==> src/rtl/cnn_frame_sequencer.sv <==
// cnn_frame_sequencer: start-gated beat feeder and result catcher in front of the stage-3 classifier.
// Optional result watchdog is built only when CNN_FRAME_SEQ_TIMEOUT_EN is defined.
module cnn_frame_sequencer #(
  parameter int DATA_W          = 48,
  parameter int BEATS_PER_FRAME = 16,
  parameter int TIMEOUT_CYCLES  = 255
) (
  input  logic              clk,
  input  logic              reset_n,
  input  logic              i_start,
  input  logic              i_abort,
  input  logic              i_src_valid,
  input  logic [DATA_W-1:0] i_src_data,
  output logic              o_src_ready,
  output logic              o_relu_valid,
  output logic [DATA_W-1:0] o_relu_data,
  input  logic              i_res_valid,
  input  logic [7:0]        i_res_alpha,
  output logic [7:0]        o_alpha,
  output logic              o_done,
  output logic              o_busy,
  output logic              o_err_timeout,
  output logic [7:0]        o_frame_cnt
);

  // state      | meaning
  // S_IDLE     | waiting for i_start
  // S_FEED     | forwarding BEATS_PER_FRAME beats into stage 3
  // S_WAIT_RES | frame sent, waiting for the classifier result strobe
  typedef enum logic [1:0] {S_IDLE, S_FEED, S_WAIT_RES} state_t;

  localparam logic [15:0] LAST_BEAT = 16'(BEATS_PER_FRAME - 1);

  state_t      state_q, state_d;
  logic [15:0] beat_cnt_q;
  logic        accept, fwd, res_take, timeout_hit;

  assign o_src_ready = (state_q == S_FEED);
  assign o_busy      = (state_q != S_IDLE);
  assign accept      = o_src_ready && i_src_valid;
  // a beat taken in the abort cycle is dropped, never forwarded
  assign fwd         = accept && !i_abort;

  always_comb begin
    state_d  = state_q;
    res_take = 1'b0;
    case (state_q)
      S_IDLE:     if (i_start) state_d = S_FEED;
      S_FEED:     if (accept && (beat_cnt_q == LAST_BEAT)) state_d = S_WAIT_RES;
      S_WAIT_RES: begin
        if (i_res_valid) begin
          res_take = 1'b1;
          state_d  = S_IDLE;
        end else if (timeout_hit) begin
          state_d  = S_IDLE;
        end
      end
      default:    state_d = S_IDLE;
    endcase
    if (i_abort) begin
      state_d  = S_IDLE;
      res_take = 1'b0;
    end
  end

  always_ff @(posedge clk or negedge reset_n) begin
    if (!reset_n) state_q <= S_IDLE;
    else          state_q <= state_d;
  end

  always_ff @(posedge clk or negedge reset_n) begin
    if (!reset_n)                          beat_cnt_q <= '0;
    else if (state_q != S_FEED || i_abort) beat_cnt_q <= '0;
    else if (accept)                       beat_cnt_q <= beat_cnt_q + 16'd1;
  end

  always_ff @(posedge clk or negedge reset_n) begin
    if (!reset_n) begin
      o_relu_valid <= 1'b0;
      o_relu_data  <= '0;
      o_done       <= 1'b0;
      o_alpha      <= '0;
      o_frame_cnt  <= '0;
    end else begin
      o_relu_valid <= fwd;
      o_done       <= res_take;
      if (fwd) o_relu_data <= i_src_data;
      if (res_take) begin
        o_alpha     <= i_res_alpha;
        o_frame_cnt <= o_frame_cnt + 8'd1;
      end
    end
  end

`ifdef CNN_FRAME_SEQ_TIMEOUT_EN
  localparam logic [15:0] WDOG_INIT = 16'(TIMEOUT_CYCLES - 1);

  logic [15:0] wdog_q;
  logic        err_q;

  // down-counter reloads outside WAIT_RES; terminal count marks the last allowed cycle
  assign timeout_hit   = (state_q == S_WAIT_RES) && (wdog_q == 16'd0);
  assign o_err_timeout = err_q;

  always_ff @(posedge clk or negedge reset_n) begin
    if (!reset_n)                  wdog_q <= '0;
    else if (state_q != S_WAIT_RES) wdog_q <= WDOG_INIT;
    else if (wdog_q != 16'd0)       wdog_q <= wdog_q - 16'd1;
  end

  always_ff @(posedge clk or negedge reset_n) begin
    if (!reset_n)                                           err_q <= 1'b0;
    else if (state_q == S_IDLE && state_d == S_FEED)        err_q <= 1'b0;
    else if (timeout_hit && !i_res_valid && !i_abort)       err_q <= 1'b1;
  end
`else
  assign timeout_hit   = 1'b0;
  assign o_err_timeout = 1'b0;
`endif

endmodule

==> config.mk <==
export PLATFORM = sky130hd
export DESIGN_NAME = cnn_frame_sequencer
export DESIGN_NICKNAME = d
export VERILOG_FILES = /design/src/rtl/cnn_frame_sequencer.sv
export SDC_FILE = /design/constraint.sdc
export NUM_CORES = 1
export LEC_CHECK = 0
export ABC_AREA = 1
export BUFFER_PORTS_ARGS = -buffer_cell sky130_fd_sc_hd__buf_2
export CORE_MARGIN = 4
export CORE_UTILIZATION = 30
export CTS_CLUSTER_SIZE = 30
export DETAILED_ROUTE_END_ITERATION = 16
export SLEW_MARGIN = 20
export SYNTH_ARGS = -nofsm -noshare
export SYNTH_HDL_FRONTEND = slang
export SYNTH_SLANG_ARGS = --single-unit
==> constraint.sdc <==
create_clock -name clk -period 3.88 [get_ports clk]
set_clock_uncertainty 0.05 [all_clocks]
set_input_delay 0.388 -clock clk [delete_from_list [all_inputs] [get_ports clk]]
set_output_delay 0.388 -clock clk [all_outputs]
set_load 0.05 [all_outputs]
Word-level counts from Yosys, hierarchy flattened
Index checks and enable logic that the tools add are counted.
- register bits after elaboration: 84
- output and inout bits: 69
- logic and storage cells: 35
- add/subtract/negate cells: 2
- equal/unequal tests: 7
- multiplexer cells: 10
- reduce and logical (&&, ||, !) cells: 9
- operator list (cell ; count):
    16-bit 2-to-1 mux ; 2
    16-bit by 1-bit adder with 16-bit output (second input constant) ; 1
    16-bit by 4-bit == test with 1-bit output (second input constant) ; 1
    8-bit by 1-bit adder with 8-bit output (second input constant) ; 1
    2-bit 2-to-1 mux ; 4
    3-bit != test (second input constant) ; 2
    2-bit case mux with 3 select lines ; 1
    2-bit nonzero test ; 2
    1-bit logical AND ; 3
    1-bit 2-to-1 mux ; 3
    3-bit by 2-bit != test with 1-bit output (second input constant) ; 1
    3-bit AND reduction ; 1
    2-bit by 1-bit == test with 1-bit output (second input constant) ; 1
    2-bit == test (second input constant) ; 1
    2-bit logical NOT ; 1
    2-bit by 1-bit != test with 1-bit output (second input constant) ; 1
    1-bit logical NOT ; 1
    1-bit logical OR ; 1

Longest topological paths before layout
Gate-level depths: netlist of the first run.
- depth after elaboration: 6
- mapped depth: 9

Least setup slack after synthesis of the first run
Ideal clock, no wire load.
- path type: reg2reg
- start: reg state_q[1]
- end: reg o_relu_data[18]
- library setup time: 119 ps
- arrival: 1436 ps
- required time: 3711 ps
- setup slack: 2275 ps
- cell stages (with the launch flop): 9
- clock period less this slack: 1605 ps
- path through: dfrtp_1 > nor2_4 > nand2_4 > nor2_4 > inv_2 > buf_4 > buf_6 > nand2_1 > nand2_1
- longest elaborated chain between the ends: 3
- RTL lines (what ; RTL line ; RTL):
    start: declaration ; 34 ; state_t state_q, state_d;
    start signal: assignment ; 68 ; else state_q <= state_d;
    2-bit by 1-bit == test with 1-bit output ; 38 ; assign o_src_ready = (state_q == S_FEED);
    named net o_src_ready ; 14 ; output logic o_src_ready,
    1-bit logical AND ; 40 ; assign accept = o_src_ready && i_src_valid;
    1-bit logical AND ; 42 ; assign fwd = accept && !i_abort;
    end signal: assignment ; 87 ; if (fwd) o_relu_data <= i_src_data;
    end: declaration ; 16 ; output logic [DATA_W-1:0] o_relu_data,
The timed path passes the listed nets, and every way through them passes these cells.
A chain may end at the register's enable or synchronous reset.

Worst setup path in the final report of the first run
- start: reg state_q[1]
- end: reg o_relu_data[26]
- longest elaborated chain between the ends: 3
- RTL lines (what ; RTL line):
    2-bit by 1-bit == test with 1-bit output ; 38
    1-bit logical AND ; 40
    1-bit logical AND ; 42
Every way passes these cells.

==> results of run 1 <==
## sequential cells by signal, indices dropped and copies added, names as in the netlist
register and flops:
o_alpha 8, o_relu_data 48, o_done 1, beat_cnt_q 16
state_q 2, o_frame_cnt 8, o_relu_valid 1
## logic make-up (layout without fill, tap and decap cells)
family | after synthesis | count (layout) | share of synthesized area, %
fa+ha+maj | 2 | 2 | 0.682
xor+xnor | 7 | 7 | 1.67
other cells | 1 | 1 | 0.102
simple gates | 290 | 290 | 32.2
compound gates | 17 | 17 | 2.56
buf+inv | 45 | 177 | 5.43
flops | 84 | 84 | 57.3
## routing by layer
layer  global-route usage (%)  share of wire, %  wire length (µm)
met3                     3.59               6.5               573
met1                     15.1                44              3890
met5                        0                 0                 0
met2                     21.3                47              4160
met4                     6.52               2.6               229
## per-stage QoR
| step | setup slack (ns) | util, % | cell area (µm²) | hold slack [ns] | std cells |
|---|---|---|---|---|---|
| 3_5_place_dp | 1.70 | 36.9 | 4430 | 0.404 | 709 |
| 6_report | 1.76 | 39.2 | 4710 | 0.0324 | 725 |
| 5_1_grt | 1.56 | 39.2 | 4710 | 0.132 | 725 |
| 4_1_cts | 1.73 | 39.2 | 4710 | 0.176 | 725 |
| 3_3_place_gp | 1.75 | 36.9 | 4430 | 0.403 | 709 |
| 2_1_floorplan | 2.27 | - | 3670 | 0.0424 | 446 |
## final timing paths
check	from	to	slack, ns
worst min-delay path	reset_n	beat_cnt_q[10]	0.03
worst min register to register	o_relu_data[31]	o_relu_data[31]	0.42
worst max-delay path	state_q[1]	o_relu_data[26]	1.76
worst max register to register	state_q[1]	o_relu_data[26]	1.76
min in group clk	i_res_alpha[4]	o_alpha[4]	0.19
max in group asynchronous	reset_n	o_relu_data[29]	3.20
## layout by cell type, fill, tap and decap left out, drive strengths merged
| master | n |
|---|---|
| a21oi | 8 |
| a22o | 1 |
| and3 | 2 |
| buf | 131 |
| clkbuf | 13 |
| clkinv | 2 |
| clkinvlp | 1 |
| conb | 1 |
| dfrtp | 84 |
| ha | 2 |
| inv | 30 |
| nand2 | 222 |
| nand3 | 10 |
| nand4 | 9 |
| nor2 | 41 |
| nor3 | 5 |
| o21a | 1 |
| o21ai | 6 |
| o31ai | 1 |
| or2 | 1 |
| xnor2 | 2 |
| xor2 | 5 |
## final cells by class
class / count / share of cell area [%]
Inverter: 30 / 2.39
Tap cell: 147 / 3.90
Clock buffer: 13 / 5.52
Clock inverter: 3 / 0.451
Timing Repair Buffer: 131 / 14.2
Sequential cell: 84 / 44.6
Multi-Input combinational cell: 317 / 29.0
## where the power goes
group	internal (µW)	switching [µW]	total (µW)
Clock	469	340	809
Combinational	181	697	878
Sequential	1020	80.8	1100
Total	1670	1120	2790
## worst register-to-register path: stages (launching register included)
cell and delay, ns:
dfrtp_1 0.43, nor2_4 0.16, nand2_4 0.09, nor2_4 0.08, buf_4 0.42, inv_2 0.50, nand2_1 0.22, nand2_1 0.06
==> impl_metrics.toml, run 1 <==
[outcome]
status = "completed"

[sta]
setup_violations = 0
hold_viol = 0
setup-tns-final_ns = 0
worst_slew_pin_slew_ns = 0.814
rsz0062_at_grt = "false"
slew_viol_final = 0
fin_crit_ns = 2.12
fin_crit_sh_pct = 54.7
max_freq_ghz = 0.472
slew_headroom_pct = 45.8

[synth]
synth_ff_type = "dfrtp_1"
synth.most_common_cell = "nand2_1"
netlist-cell-type-count = 28
netlist_top_cells_count = "221 x nand2_1, 84 x dfrtp_1, 37 x nor2_1, 26 x inv_1, 11 x buf_2"
synth_seq_area_share_pct = 57.3
synth_edf_count = 0
synthesis.area_mm2 = 0.00367
netlist.top_cell.by_area = "dfrtp_1"
syn_nets = 510
async_flop_share_pct = 100
synthTopCellsByArea = "dfrtp_1 57%, nand2_1 23%, nor2_1 3.8%, inv_1 2.7%, nand4_1 1.5%"
yosysTopAreaCellShare_pct = 57.3
syn_avg_cell_area_um2 = 8.22
ys_ff_latch = 84
syn_inst = 446
ys_warn_count = 0

[worst_setup_path]
crit_path_top_delay_cell = "inv_2"
crit_arrival_ns = 2.30
required_ns = 4.06
critPathCaptureType = "flip-flop"
crit_cells = 7
slowest_delay_ns = 0.46
r2r_cells = 7
cp_num_buf_inv = 2
critPathTopFamily = "buffers and inverters"
worstPathCellList = "nor2_4 -> nand2_4 -> nor2_4 -> buf_4 -> inv_2 -> nand2_1 -> nand2_1"
worst-path-max-fanout = 51
start_kind = "flip-flop"
crit_type = "flip-flop to flip-flop"

[placed_design]
dp_hpwl_mm = 6.27
port_buffers = 129
gp_routability_congestion = 0.850

[routing]
num_vias = 3204
drc = 0
wirelength_mm = 8.85
drtIter0Drc = 135
drt_first_pass_iters = 4
route.antenna.remaining_nets = 0
drt-vias-per-instance = 4.42
wl_per_cell_um = 12.2

[run]
max-cap-violations = 0

[die]
fp.dieH_um = 119
fp.dieW_um = 119
ioPinCount = 131
rows = 40
die-area_mm2 = 0.0141
start_util_pct = 30.5
core_area_mm2 = 0.0120

[layout]
n_fill_cell = 1272
area_growth_pct = 28.5
seq_area_mm2 = 0.00210
multi_input_area_mm2 = 0.00137
final_nets = 637
drive_gt1_share_pct = 27.2
diodes = 0

[clock_tree]
cts.sinks = 84
postCtsSetupBuffers = 0
insertion_delay_ns = 0.34
root_buffer = "clkbuf_16"
numCtsBuffers = 9
clkSlewWorstSetupHoldPaths_ns = 0.06
cts_max_level = 3
ctsResizeCount = 0
clockBufferDepth = 2
cts_tree = "done"
hold_buffers = 0

[power_and_ir_drop]
leakage_uw = 0.00264
peakVddDrop_uv = 307
p_per_area_mw_per_mm2 = 591
power_uw = 2790

[global_route]
antenna_found_initial = 0
gr-total-overflow = 0
grt_pass1_vias = 3156
grt_pass1_wl_mm = 14.7
grt_max_degree = 85
grt_usage_pct = 12.8

[worst_hold_path]
holdCritPathClass = "primary input to async pin"
(Power assumes the default switching activity.)
==> run 2: changes to the inputs <==
- ABC_AREA: 1 -> 0
- clock period: 3.88 -> 2 ns (I/O delays scaled with it)
==> run 2 against run 1 <==
Final area shrank 2.0%. Clock-buffer cell count decreased by 2. Total power up 82%. Non-clock buffer count is 13 higher. Synthesized cell count decreased by 44%. Critical path type unchanged. Highest routed layer unchanged.
==> impl_metrics.toml, run 2 <==
[power_and_ir_drop]
p_per_area_mw_per_mm2 = 1100
peakVddDrop_uv = 733
leakage_uw = 0.00223

[layout]
n_fill_cell = 1064
drive_gt1_share_pct = 55.8
reg.largest.list = "o_relu_data (48), beat_cnt_q (16)"
largest_reg_flops = 48
fin_cells = 538
multi_input_area_mm2 = 0.00126
regMostFlops = "o_relu_data"
final_nets = 457
area_growth_pct = 35.0
diodes = 0
layout_common_cells = "128 x buf_2, 83 x dfrtp_1, 57 x mux2_2, 15 x xnor2_1"
seq_area_mm2 = 0.00210
final_common_cell = "buf_2"
fin_util_pct = 42.0
fin_area_mm2 = 0.00462

[worst_setup_path]
crit_type = "flip-flop to flip-flop"
worst-path-max-fanout = 7
start_kind = "flip-flop"
critPathCaptureType = "flip-flop"
crit_arrival_ns = 2.07
r2r_cells = 4
required_ns = 2.21

[sta]
setup-tns-final_ns = 0
hold_viol = 0
slew_viol_final = 0
fin_crit_ns = 1.87
slew_headroom_pct = 60.2
fin_crit_sh_pct = 93.3
rsz0062_at_grt = "false"
setup_violations = 0
worst_slew_pin_slew_ns = 0.597
max_freq_ghz = 0.536

[synth]
synthesis.area_mm2 = 0.00342
synth_ff_type = "dfrtp_1"
synthTopCellsByArea = "dfrtp_1 61%, mux2_2 19%, xnor2_1 3.8%, nor4_1 1.5%, nor2_1 1.4%"
ys_ff_latch = 84
async_flop_share_pct = 100
synth_seq_area_share_pct = 61.5
ys_warn_count = 0
netlist.top_cell.by_area = "dfrtp_1"
yosysTopAreaCellShare_pct = 61.5
synth.most_common_cell = "dfrtp_1"
synth_edf_count = 0
syn_inst = 248
netlist-cell-type-count = 36
syn_nets = 312
netlist_top_cells_count = "84 x dfrtp_1, 57 x mux2_2, 15 x xnor2_1, 13 x nor2_1, 9 x nand2_1"
syn_avg_cell_area_um2 = 13.8

[routing]
drtIter0Drc = 107
wl_per_cell_um = 14.2
num_vias = 2468
drt-vias-per-instance = 4.59
drt_first_pass_iters = 4
wirelength_mm = 7.65
drc = 0
route.antenna.remaining_nets = 0

[die]
core_area_mm2 = 0.0110
ioPinCount = 131
fp.dieW_um = 115
start_util_pct = 31.1
die-area_mm2 = 0.0132
fp.dieH_um = 115
rows = 38

[placed_design]
dp_hpwl_mm = 5.73
place_inst = 520
placed_area_mm2 = 0.00431
gp_routability_congestion = 0.810
port_buffers = 129

[global_route]
grt_usage_pct = 12.2
antenna_found_initial = 0
grt_pass1_wl_mm = 12.6
grt_max_degree = 48
grt_pass1_vias = 2660
gr-total-overflow = 0

[outcome]
status = "completed"

[clock_tree]
cts_tree = "done"
cts.sinks = 84
cts_max_level = 3
insertion_delay_ns = 0.34
postCtsSetupBuffers = 0
numCtsBuffers = 9
clockBufferDepth = 2
root_buffer = "clkbuf_16"
clkSlewWorstSetupHoldPaths_ns = 0.06

[worst_hold_path]
holdCritPathClass = "primary input to flip-flop"
whs_path_depth = 2

[run]
max-cap-violations = 0
-- run 2: cell types whose count changed after synthesis, sizes merged, moves of 6 or more --
cell	delta
inv	-26
mux2	+57
nand2	-213
nand3	-6
nor2	-27
nor4	+8
xnor2	+13
-- run 2: cells by family after synthesis --
logic type	after synthesis	share of synthesized area [%]
AO/OA/AOI/OAI	12	2.05
XOR/XNOR	17	4.36
adder cells (fa/ha/maj)	2	0.732
buffers and inverters	14	2.05
flip-flops	84	61.5
multiplexers	57	18.8
other	1	0.110
AND/OR/NAND/NOR	61	10.4
-- run 2: final timing paths --
kind / start / endpoint / slack [ns]
setup / recovery: state_q[1] / beat_cnt_q[15] / 0.13
hold / removal: i_src_data[12] / o_relu_data[12] / 0.04
setup reg to reg: state_q[1] / beat_cnt_q[15] / 0.13
hold reg to reg: o_frame_cnt[7] / o_frame_cnt[7] / 0.42
max in group asynchronous: reset_n / o_relu_data[43] / 0.87
min in group asynchronous: reset_n / beat_cnt_q[2] / 0.37
-- run 2: layout make-up --
cell class | count | area share [%]
flip-flops and latches | 84 | 45.6
inverters | 4 | 0.325
well taps | 140 | 3.80
clock inverters | 5 | 1.14
multi-input cells | 150 | 27.3
clock buffers | 11 | 5.04
repair buffers | 144 | 16.9
-- run 2: report_power, final --
group / total (µW) / internal, µW / switching (µW)
registers: 2030 / 1930 / 106
logic: 1440 / 384 / 1060
clock network: 1590 / 960 / 634
total: 5070 / 3270 / 1800
-- run 2: worst max-delay path, cell delays in order (launching register included) --
cell and delay [ns]:
dfrtp_2 0.45, nand3b_2 0.23, or4_4 0.55, or3_1 0.35, a21oi_1 0.15
-- run 2: layer usage --
layer	wire length, µm	global-route usage [%]	part of all wire (%)	vias to the layer above
li1	-	-	-	1167
met1	3010	13.4	39	1199
met2	3860	20.9	50	89
met3	649	4.68	8.5	13
met4	133	5.56	1.7	0
met5	0	0	0	-
-- run 2: through the flow --
stage	power [µW]	hold WS [ns]	worst slack (ns)
finish	5070	0.0429	0.134
global route	5310	0.0281	0.0364
CTS	5160	0.0236	0.0891
detailed placement	3530	0.209	0.121
global placement	3490	0.203	0.164
floorplan	3110	-0.146	0.0124
-- run 2: repair_timing --
item | CTS | global route
endpoints found under the setup margin | 0 | 1
gates resized for setup | 0 | 1
hold endpoints to repair | 45 | 0
hold buffers | 2 | 0
==> run 3: changes to the inputs <==
- PLACE_DENSITY: unset -> 0.55
==> run 3 against run 2 <==
Setup slack better by 0.033 ns. Hold slack worse by 0.028 ns. Final area barely moved. Clock-buffer cell count up 1. Die area is the same. Sequential power is essentially flat. Wire length down 3.1%. Register-to-register slack better by 0.03 ns. Global-route usage fell by 0.76 points. Largest cell class unchanged. Largest power group unchanged. Highest routed layer unchanged.
==> impl_metrics.toml, run 3 (same netlist as run 2, synthesis figures left out) <==
[layout]
regMostFlops = "o_relu_data"
area_growth_pct = 34.9
reg.largest.list = "o_relu_data (48), beat_cnt_q (16)"
final_nets = 452
fin_area_mm2 = 0.00461
multi_input_area_mm2 = 0.00126
n_fill_cell = 1051
seq_area_mm2 = 0.00210
diodes = 0
final_common_cell = "buf_2"
drive_gt1_share_pct = 55.0
layout_common_cells = "128 x buf_2, 84 x dfrtp_1, 57 x mux2_2, 15 x xnor2_1, 13 x nor2_1"
largest_reg_flops = 48

[global_route]
grtUsageMet1_pct = 14.9
grt_pass1_wl_mm = 11.8
grt_pass1_vias = 2374
use_met2_pct = 17.5
grt-busiest-layer = "met2"
grt_usage_pct = 11.4
antenna_found_initial = 0
gr-total-overflow = 0
grtUsageMet3_pct = 3.47
grt_max_degree = 46

[power_and_ir_drop]
seq_power_share_pct = 39.0
peakVddDrop_uv = 600
p_per_area_mw_per_mm2 = 1130
intPower_uw = 3400
comb_power_share_pct = 27.8
leakage_uw = 0.00223
pwr-share-clk_pct = 33.2
switching_share_pct = 34.4
netSwitchingPower_uw = 1790
power_uw = 5190

[worst_setup_path]
rrSetupSlack_ns = 0.17
worst-path-max-fanout = 7
crit_arrival_ns = 2.03
critPathCaptureType = "flip-flop"
required_ns = 2.20
start_kind = "flip-flop"
crit_type = "flip-flop to flip-flop"
critPathCapture = "beat_cnt_q[15]"
startpoint = "beat_cnt_q[6]"
r2r_cells = 4
r2r-end = "beat_cnt_q[15]"
r2r-start = "beat_cnt_q[6]"

[routing]
wl_per_cell_um = 13.9
drt-vias-per-instance = 4.54
wirelength_mm = 7.41
drc = 0
drtIter0Drc = 82
route.antenna.remaining_nets = 0
drt_first_pass_iters = 4
num_vias = 2420

[die]
start_util_pct = 31.1
die-area_mm2 = 0.0132
fp.dieW_um = 115
fp.dieH_um = 115
rows = 38
core_area_mm2 = 0.0110
ioPinCount = 131

[placed_design]
dp_hpwl_mm = 5.59
placed_area_mm2 = 0.00429
gp_routability_congestion = 0.777
port_buffers = 129
pre_cts_slack_ns = 0.186

[sta]
rsz0062_at_grt = "false"
fin_crit_ns = 1.83
fin_crit_sh_pct = 91.7
worst_slew_pin_slew_ns = 0.523
setup-tns-final_ns = 0
setup_violations = 0
slew_viol_final = 0
slew_headroom_pct = 65.1
hold_viol = 0
max_freq_ghz = 0.546
fin_ws_ns = 0.167

[outcome]
status = "completed"

[clock_tree]
cts.sinks = 84
insertion_delay_ns = 0.32
cts_tree = "done"
postCtsSetupBuffers = 0
numCtsBuffers = 9
root_buffer = "clkbuf_16"
clockBufferDepth = 2
clkSlewWorstSetupHoldPaths_ns = 0.06
cts_max_level = 3

[worst_hold_path]
holdCritPathClass = "primary input to flip-flop"
whs_path_depth = 2

[run]
max-cap-violations = 0
==> run 3: changes by cell type in the layout (fill, tap and decap cells not counted), sizes merged <==
cell	before	now
clkbuf	11	12
clkinv	3	2
buf	142	138
clkinvlp	1	0
bufinv	1	2
dlygate4sd3	2	1
==> run 3: how the worst min path moves through the flow <==
stage                 start              end  slack [ns]
global route        i_abort       state_q[0]        0.01
detailed placement  reset_n  o_relu_data[31]        0.17
CTS                 i_abort       state_q[0]       0.003
global placement    reset_n  o_relu_data[33]        0.16
finish              i_abort       state_q[0]        0.01
floorplan           reset_n    beat_cnt_q[0]       -0.15
==> run 3: worst max-delay path, cell delays in order, from the launching register on <==
cell and delay [ns]:
dfrtp_1 0.45, nand4_1 0.15, or4_4 0.59, or3_1 0.36
a21oi_1 0.16
==> run 3: routing by layer <==
metal	share of wire [%]	routed length (µm)
met2	46	3380
met1	44	3230
met3	9.5	707
met4	1.3	96
met5	0	0
==> run 3: per-stage QoR <==
stage	hold slack (ns)	util, %	instances
4_1_cts	0.00332	42.0	533
3_5_place_dp	0.167	39.1	516
2_1_floorplan	-0.146	-	248
3_3_place_gp	0.158	39.1	516
5_1_grt	0.0122	42.0	533
6_report	0.0146	42.0	533
==> run 3: power groups by stage <==
stage / combinational, µW / sequential [µW] / clock, µW
after floorplan: 247 / 2860 / 0
after global placement: 1450 / 2060 / 0
after detailed placement: 1460 / 2070 / 0
after CTS: 1460 / 2030 / 1780
after global routing: 1510 / 2060 / 1860
final: 1440 / 2030 / 1720
==> run 3: repair_timing <==
action	4_1_cts	5_1_grt
endpoints found under the setup margin	0	0
gates resized for setup	0	0
hold buffers	1	0
hold endpoints to repair	39	0
==> run 3: final cells by class <==
class / instances / area share, %
flip-flops and latches: 84 / 45.6
multi-input cells: 150 / 27.3
repair buffers: 139 / 16.3
clock buffers: 12 / 5.13
well taps: 140 / 3.80
clock inverters: 4 / 1.60
inverters: 4 / 0.326
